$ cat src/rtl/packet_framer.sv
// Packs one message of up to MAX_BYTES payload bytes into a 32-bit word stream:
// a length/stream word, a per-stream sequence number, then the left-aligned payload.
//
//  state  | meaning
//  S_IDLE | ready for a message; illegal lengths are dropped here with a lenErr pulse
//  S_HDR0 | presenting {msgLen+8, msgStream}
//  S_HDR1 | presenting the sequence number assigned at accept
//  S_DATA | presenting payload words 0..N-1, last flagged on N-1
module packet_framer #(
    parameter int STREAM_BITS = 5,
    parameter int MAX_BYTES   = 37
) (
    input  logic                     clk,
    input  logic                     reset_b,
    input  logic [0:8*MAX_BYTES-1]   msgIn,
    input  logic [5:0]               msgLen,
    input  logic [15:0]              msgStream,
    input  logic                     msgSkip,
    input  logic                     msgIn_val,
    output logic                     msgIn_ready,
    output logic [31:0]              dataOut,
    output logic                     dataOut_val,
    input  logic                     dataOut_ready,
    output logic                     dataOut_last,
    output logic                     lenErr
);

    localparam int MAX_WORDS = (MAX_BYTES + 3) / 4;
    localparam int PAD_BITS  = 32 * MAX_WORDS;
    localparam int IDX_W     = $clog2(MAX_WORDS);
    localparam int TAB_N     = 2 ** STREAM_BITS;

    typedef enum logic [1:0] {
        S_IDLE = 2'd0,
        S_HDR0 = 2'd1,
        S_HDR1 = 2'd2,
        S_DATA = 2'd3
    } state_t;

    state_t                   r_state;
    state_t                   w_next;

    logic                     r_ready_en;
    logic                     r_len_err;
    logic [0:PAD_BITS-1]      r_msg;
    logic [5:0]               r_len;
    logic [15:0]              r_stream;
    logic [31:0]              r_seq;
    logic [IDX_W-1:0]         r_word;
    logic [31:0]              r_seq_tab [TAB_N];

    logic                     w_accept;
    logic                     w_len_ok;
    logic [STREAM_BITS-1:0]   w_tab_idx;
    logic [31:0]              w_seq_next;
    logic [0:PAD_BITS-1]      w_msg_masked;
    logic [6:0]               w_nwords;
    logic [IDX_W-1:0]         w_last_idx;
    logic                     w_is_last;

    assign w_accept   = msgIn_val && r_ready_en && (r_state == S_IDLE);
    assign w_len_ok   = (msgLen != 6'd0) && (int'(msgLen) <= MAX_BYTES);
    assign w_tab_idx  = msgStream[STREAM_BITS-1:0];
    assign w_seq_next = r_seq_tab[w_tab_idx] + (msgSkip ? 32'd2 : 32'd1);
    assign w_nwords   = ({1'b0, r_len} + 7'd3) >> 2;
    assign w_last_idx = IDX_W'(w_nwords - 7'd1);
    assign w_is_last  = (r_word == w_last_idx);
    assign lenErr     = r_len_err;

    // Bytes past msgLen are cleared once at accept, so every word later is a plain slice.
    always_comb begin
        w_msg_masked = '0;
        for (int b = 0; b < MAX_BYTES; b++) begin
            if (b < int'(msgLen)) begin
                w_msg_masked[8*b +: 8] = msgIn[8*b +: 8];
            end
        end
    end

    always_ff @(posedge clk or negedge reset_b) begin
        if (!reset_b) begin
            r_state <= S_IDLE;
        end else begin
            r_state <= w_next;
        end
    end

    always_comb begin
        w_next       = r_state;
        msgIn_ready  = 1'b0;
        dataOut      = 32'd0;
        dataOut_val  = 1'b0;
        dataOut_last = 1'b0;
        case (r_state)
            S_IDLE: begin
                msgIn_ready = r_ready_en;
                if (w_accept && w_len_ok) begin
                    w_next = S_HDR0;
                end
            end
            S_HDR0: begin
                dataOut_val = 1'b1;
                dataOut     = {16'(r_len) + 16'd8, r_stream};
                if (dataOut_ready) begin
                    w_next = S_HDR1;
                end
            end
            S_HDR1: begin
                dataOut_val = 1'b1;
                dataOut     = r_seq;
                if (dataOut_ready) begin
                    w_next = S_DATA;
                end
            end
            S_DATA: begin
                dataOut_val  = 1'b1;
                dataOut      = r_msg[32*r_word +: 32];
                dataOut_last = w_is_last;
                if (dataOut_ready && w_is_last) begin
                    w_next = S_IDLE;
                end
            end
            default: begin
                w_next = S_IDLE;
            end
        endcase
    end

    always_ff @(posedge clk or negedge reset_b) begin
        if (!reset_b) begin
            r_ready_en <= 1'b0;
            r_len_err  <= 1'b0;
            r_msg      <= '0;
            r_len      <= 6'd0;
            r_stream   <= 16'd0;
            r_seq      <= 32'd0;
            r_word     <= '0;
            for (int i = 0; i < TAB_N; i++) begin
                r_seq_tab[i] <= 32'd0;
            end
        end else begin
            r_ready_en <= 1'b1;
            r_len_err  <= w_accept && !w_len_ok;
            // Table advances at accept so back-to-back messages on one stream never reuse a number.
            if (w_accept && w_len_ok) begin
                r_msg                <= w_msg_masked;
                r_len                <= msgLen;
                r_stream             <= msgStream;
                r_seq                <= w_seq_next;
                r_seq_tab[w_tab_idx] <= w_seq_next;
            end
            if (r_state == S_HDR1 && dataOut_ready) begin
                r_word <= '0;
            end else if (r_state == S_DATA && dataOut_ready) begin
                r_word <= r_word + 1'b1;
            end
        end
    end

endmodule

$ cat config.mk
export PLATFORM = sky130hd
export DESIGN_NAME = packet_framer
export DESIGN_NICKNAME = d
export VERILOG_FILES = /design/src/rtl/packet_framer.sv
export SDC_FILE = /design/constraint.sdc
export NUM_CORES = 2
export LEC_CHECK = 0
export BUFFER_PORTS_ARGS = -buffer_cell sky130_fd_sc_hd__buf_2
export CAP_MARGIN = 20
export CORE_UTILIZATION = 30
export DETAILED_ROUTE_END_ITERATION = 6
export PLACE_DENSITY = 0.46
export SYNTH_ARGS = -nofsm -noshare
export SYNTH_HDL_FRONTEND = slang
export SYNTH_SLANG_ARGS = --single-unit
$ cat constraint.sdc
create_clock -name clk -period 4.9 [get_ports clk]
set_input_delay 0 -clock clk [delete_from_list [all_inputs] [get_ports clk]]
set_output_delay 0 -clock clk [all_outputs]
set_load 0.03 [all_outputs]
# Word level (Yosys, flattened, before mapping)

Cells that the tools add are included.

Memories: 0
Memory bits (writable): 0
Memory bits (read-only): 0
Flip-flop bits (word level): 1382
Bits of input ports: 323
Bits in latches: 0
Logic and storage cells: 166

Add/subtract/negate cells: 5
Divide/modulo/power cells: 0
Eq/ne operators: 8
Bitwise gates (word level): 2
Shifts and indexed selects: 1
Multiply operators: 0
Multiplexer cells: 55
Reduce and logical (&&, ||, !) cells: 15
Order comparisons: 40

Operators with widths:

| kind                                                                          | number |
|---|---|
| 1024-bit bitwise mux                                                          | 1 |
| 320-bit by 33-bit variable part select with 321-bit output                    | 1 |
| 8-bit two-way mux                                                             | 37 |
| 32-bit binary-select mux with 5-bit select                                    | 1 |
| 32-bit demux with 5-bit select                                                | 1 |
| 5-bit by 6-bit less-than comparator with 1-bit output (first input constant)  | 16 |
| 32-bit two-way mux                                                            | 3 |
| 32-bit one-hot mux with 3 select lines                                        | 1 |
| 4-bit by 6-bit less-than comparator with 1-bit output (first input constant)  | 8 |
| 9-bit inverter with 33-bit output                                             | 1 |
| 32-bit by 2-bit adder with 32-bit output                                      | 1 |
| 6-bit less-than comparator (first input constant)                             | 5 |
| 3-bit by 6-bit less-than comparator with 1-bit output (first input constant)  | 4 |
| 1-bit by 6-bit less-than comparator with 1-bit output (first input constant)  | 2 |
| 2-bit by 6-bit less-than comparator with 1-bit output (first input constant)  | 2 |
| 2-bit two-way mux                                                             | 5 |
| 1-bit logical AND                                                             | 9 |
| 4-bit two-way mux                                                             | 2 |
| 2-bit one-hot mux with 4 select lines                                         | 1 |
| 6-bit by 4-bit adder with 7-bit output (second input constant)                | 1 |
| 6-bit by 2-bit adder with 6-bit output (second input constant)                | 1 |
| 6-bit greater-or-equal comparator (second input constant)                     | 1 |
| 6-bit less-or-equal comparator (second input constant)                        | 1 |
| 6-bit by 1-bit less-than comparator with 1-bit output (second input constant) | 1 |
| 15 further kinds                                                              | 20 |

# Depth between registers and ports, before layout

Depth after elaboration: 6
Depth in mapped cells: 21
Mapped depth without buffers: 12

# Worst setup path after synthesis

Ideal clock, no wire load.

Kind: input port to flip-flop
Start point: input port msgStream[1]
End point: register r_seq_tab[433] (netlist bit)
Arrival: 4364 ps
Path slack: 403 ps
Required time: 4767 ps
Setup time: 133 ps
Cell stages on the path: 21
Cell sequence: buf_2 > buf_2 > buf_4 > buf_4 > buf_4 > buf_4 > buf_2 > buf_4 > buf_1 > mux4_2 > a22oi_1 > and4_1 > inv_1 > ha_1 > a21o_1 > nand4_2 > nor4_4 > and4_1 > xnor2_1 > clkbuf_1 > o21ai_0

Cells in the longest elaborated chain, start to end: 6

Ends and longest elaborated chain:

| item                                                                                              | RTL line | text |
|---|---|---|
| from (decl)                                                                                       | 17       | `input logic [15:0] msgStream,` |
| 5-bit inverter with 6-bit output (implied by the code) *                                          | 64, 150  |  |
| 32-bit binary-select mux with 5-bit select, or another cell as far along                          | 64       | `assign w_seq_next = r_seq_tab[w_tab_idx] + (msgSkip ? 32'd2 : 32'd1);` |
| 32-bit two-way mux (implied by the code) / 1-bit logical AND (equally long branches)              | 64, 150  |  |
| 32-bit two-way mux, on equally long branches                                                      | 64, 150  |  |
| 32-bit by 2-bit adder with 32-bit output / 32-bit demux with 5-bit select (equally long branches) | 64, 150  |  |
| 1024-bit bitwise mux *                                                                            | 150      | `r_seq_tab[w_tab_idx] <= w_seq_next;` |
| to (signal, indexed assignment)                                                                   | 150      |  |
| to (decl)                                                                                         | 50       | `logic [31:0] r_seq_tab [TAB_N];` |

Every way passes the cells marked *; elsewhere a longest branch is shown, timed or not. The select of a mux whose other input is x is not followed.
A chain may end at the register's enable or synchronous reset.

# Worst setup path after layout

Start point: input port msgStream[3]
End point: register r_seq_tab[917] (netlist bit)

The elaborated chain is that of the path after synthesis.

==> summary.log <==
qor: setup_path.critical_path.endpoint r_seq_tab[917]$_DFFE_PN0P_
qor: setup_path.worst-endpoint-arrival 5.08 ns
qor: cells_and_area.number_of_fillers_in_the_final_layout 20,131
qor: setup_path.cp-start-kind input port
qor: clocking.worst_skew_pair.late_latency 0.82 ns
qor: synthesis.yosys_register_bits 1,382
qor: clocking.num_clock_sinks 1,382
qor: timing.worst_tran_pin_value 1.17 ns
qor: die.num_rows 166
qor: timing.final_number_of_max_transition_violations 0
qor: setup_path.cell_seen_most_often_among_critical_path_stages sky130_fd_sc_hd__buf_4
qor: routing.drt_drc_violations_left 0
qor: clocking.ctsRootBufferMaster sky130_fd_sc_hd__clkbuf_16
qor: global_routing.first_global_vias 49,716
qor: routing.routed_wire_length_per_instance 25.1 um
qor: routing.route.met2.wl 115,000 um
qor: cells_and_area.finalCoreUtilization 38.6%
qor: timing.finalHoldViolCount 0
qor: setup_path.cpPeakStageDelay 1.11 ns
qor: cells_and_area.most_common_library_cell_in_the_layout_ignoring_fill_and_taps sky130_fd_sc_hd__nand2_1
qor: global_routing.grt.overflow.total 0
qor: routing.route.met3.wl 12,100 um
qor: timing.max_freq 225 MHz
qor: setup_path.endpoint_required_time_on_the_critical_path 5.52 ns
qor: setup_path.critical_path.cell_chain dlygate4sd3_1, buf_2, or4b_2, buf_4, o22ai_1, nor4_1, nand2_1, and4_1, nor2b_1, nand4_1, xor2_2, buf_4, o21ai_0
qor: clocking.h-tree-depth 4
qor: timing.final.setup_skew 0.0384 ns
qor: clocking.ctsLongestPathBuffers 3
qor: routing.vias 49,318
qor: placement.gpl_wtd_cong 0.852
qor: setup_path.worst_r2r_path_depth 12
qor: clocking.cts_tree yes
qor: setup_path.end_kind flop
qor: cells_and_area.post_route_cells_drive_above_1_share 18.5%
qor: routing.antenna_left 0
qor: power.p_leak 36.9 nW
qor: cells_and_area.final_cell_area 79,300 um2
qor: setup_path.worst-path-max-fanout 33
qor: setup_path.rr_startpoint r_seq_tab[769]$_DFFE_PN0P_
qor: die.floorplan.io_pins 359
qor: global_routing.grt_start_max_net_pins 214
qor: synthesis.netlist.top_cell.by_area sky130_fd_sc_hd__dfrtp_1
qor: timing.timing.setup.tns 0 ns
qor: routing.dr.first_iter.drc_count 4,176
qor: synthesis.syn-instance-count 5,973
qor: timing.setup_viol 0
qor: synthesis.netlist-cell-type-count 62
qor: global_routing.global_route.usage.total 22.9%
qor: power.vdd_ir_drop_max 0.335 mV
qor: synthesis.synth.yosys.seq_area_share 55.5%
qor: cells_and_area.final_cell_mix sky130_fd_sc_hd__nand2_1 (1,499), sky130_fd_sc_hd__dfrtp_1 (1,379), sky130_fd_sc_hd__o21ai_0 (749), sky130_fd_sc_hd__dlygate4sd3_1 (652), sky130_fd_sc_hd__mux2i_1 (474)
qor: die.core_area 206,000 um2
qor: die.start_util 30.3%
qor: hold_path.holdCritPathClass input port to flop
qor: setup_path.crit_path_start msgStream[3]
qor: clocking.cts_resized 0
qor: setup_path.criticalPathCategory input port to flop
qor: synthesis.post_synth.cell_area_avg 10.4 um2
qor: die.die_x 458 um
qor: setup_path.regToRegEndpoint r_seq_tab[31]$_DFFE_PN0P_
qor: synthesis.ys.warnings.count 0
qor: synthesis.ys.flop_type sky130_fd_sc_hd__dfrtp_1
qor: global_routing.antenna_found_initial 12
qor: timing.rsz0062_at_grt no
qor: routing.detail_route.vias_per_cell 5.13
qor: setup_path.ff2ff_setup_slack 0.63 ns
qor: die.die_height 458 um
qor: synthesis.synth.top_cells.by_area sky130_fd_sc_hd__dfrtp_1 (55%), sky130_fd_sc_hd__nand2_1 (9.2%), sky130_fd_sc_hd__mux2i_1 (7.6%)
qor: timing.final_period_minus_worst_setup_slack 4.45 ns
qor: setup_path.critical-path-slowest-cell sky130_fd_sc_hd__or4b_2
qor: cells_and_area.final-instance-count-excl-fill 9,608
qor: routing.detail_route.wirelength.met1 104,000 um
qor: placement.place.port_buffers 358
qor: routing.1st_pass_router_iterations 6
qor: timing.worst_rel_slew_slack 21.7%
qor: die.die-area 210,000 um2
qor: global_routing.grt_pass1_wl 354,000 um
qor: run_status.run_status completed
qor: synthesis.async_reset_ff_share 100%
qor: cells_and_area.design.final.nets 7,117
qor: placement.numPlacedInstances 8,657
qor: flow_run.timing.max_cap.violations 0
qor: timing.timing.final.crit_share 90.8%
qor: power.power_per_cell_area 391 nW/um2
qor: clocking.clkSlewWorstSetupHoldPaths 0.06 ns
qor: routing.drt-total-wl 241,000 um
qor: clocking.tritoncts.num_buffers 160
qor: routing.dr.max_layer_used met5
qor: placement.place.detailed.hpwl 146,000 um
qor: synthesis.netlist.area_leader.share 55.5%
qor: synthesis.postSynthNetCount 6,306
qor: synthesis.cell_area_after_synthesis 62,400 um2
qor: cells_and_area.signed_area_change_from_the_synthesized_netlist_to_the_final_layout 27.2%
qor: placement.instance_area_after_placement 67,500 um2
qor: synthesis.number_of_enable_type_register_cells_in_the_synthesized_netlist 0
[metal layers]
metal / track usage (%) / up-vias
met4: 9.03 / 4
met5: 0 / -
li1: - / 22418
met2: 37.9 / 1492
met3: 3.58 / 384
met1: 30.0 / 25020
[worst min-delay path by stage]
stage | from | to | slack (ns) | cells past startpoint
finish | msgStream[8] | r_stream[8]$_DFFE_PN0P_ | 0.03 | 4
global route | msgIn[200] | r_msg[200]$_DFFE_PN0P_ | 0.02 | 4
detailed placement | reset_b | r_seq_tab[93]$_DFFE_PN0P_ | -0.15 | 1
global placement | reset_b | r_seq_tab[93]$_DFFE_PN0P_ | -0.16 | 1
CTS | msgIn[200] | r_msg[200]$_DFFE_PN0P_ | 0.0005 | 4
floorplan | reset_b | lenErr$_DFF_PN0_ | -0.30 | 0
[synthesized netlist by cell type, types with 22 or more instances]
| cell | n |
|---|---|
| sky130_fd_sc_hd__mux2_2 | 262 |
| sky130_fd_sc_hd__o22ai_1 | 226 |
| sky130_fd_sc_hd__clkbuf_1 | 364 |
| sky130_fd_sc_hd__mux2i_1 | 474 |
| sky130_fd_sc_hd__a22o_1 | 28 |
| sky130_fd_sc_hd__buf_1 | 30 |
| sky130_fd_sc_hd__nand3_1 | 277 |
| sky130_fd_sc_hd__o31ai_2 | 30 |
| sky130_fd_sc_hd__a22oi_1 | 25 |
| sky130_fd_sc_hd__buf_2 | 99 |
| sky130_fd_sc_hd__nor2_1 | 62 |
| sky130_fd_sc_hd__o21ai_1 | 54 |
| sky130_fd_sc_hd__xor2_1 | 22 |
| sky130_fd_sc_hd__nor4_1 | 48 |
| sky130_fd_sc_hd__a222oi_1 | 22 |
| sky130_fd_sc_hd__buf_4 | 26 |
| sky130_fd_sc_hd__mux4_2 | 104 |
| sky130_fd_sc_hd__o21ai_0 | 749 |
| sky130_fd_sc_hd__dfrtp_1 | 1382 |
| sky130_fd_sc_hd__nand2_1 | 1531 |
[where the power goes]
part	total, mW	internal [mW]	leakage, nW	switching (mW)
Combinational	5.54	2.11	15.4	3.42
Clock	11.9	6.88	2.58	5.04
Sequential	13.5	12.6	19.0	0.909
Total	31.0	21.6	36.9	9.37
[metrics by stage]
stage	hold WS [ns]	power [mW]	setup WS, ns
after global placement	-0.156	18.7	0.160
after floorplan	-0.296	16.3	0.403
final	0.0341	31.0	0.449
after detailed placement	-0.153	18.8	0.183
after CTS	0.000495	31.2	0.478
after global routing	0.0244	32.2	0.259
[registers in the layout, indices dropped and copies added, names as in the netlist]
name / flops
lenErr: 1
r_len: 6
r_msg: 296
r_ready_en: 1
r_seq: 32
r_seq_tab: 1024
r_state: 2
r_stream: 16
r_word: 4
[repair_timing]
item / 4_1_cts / 5_1_grt
endpoints found under the hold margin: 1114 / 0
hold buffers: 653 / 0
endpoints found under the setup margin: 0 / 0
setup buffers: 0 / 0
[layout make-up]
cell class | count | area (um2) | area share (%)
Timing Repair Buffer | 1178 | 10100 | 12.7
Clock inverter | 46 | 399 | 0.503
Multi-Input combinational cell | 4049 | 26000 | 32.8
Clock buffer | 245 | 4810 | 6.06
Antenna cell | 7 | 17.5 | 0.0221
Sequential cell | 1382 | 34600 | 43.6
Inverter | 13 | 48.8 | 0.0615
Tap cell | 2688 | 3360 | 4.24
[cell families after synthesis]
family / synth area share [%]
compound gates: 10.7
xor+xnor: 0.490
fa+ha+maj: 0.213
buf+inv: 3.69
flops: 55.5
mux: 16.1
other cells: 0.00601
simple gates: 13.4
[critical path: cells and delay by family]
kind,cells,cell delay (ns)
xor gates and xnor gates,1,0.19
AOI/OAI and AO/OA,2,0.35
buffers and inverters,4,1.66
and+or+nand+nor,6,2.81
No activity file was read; power rests on OpenSTA's default activity.
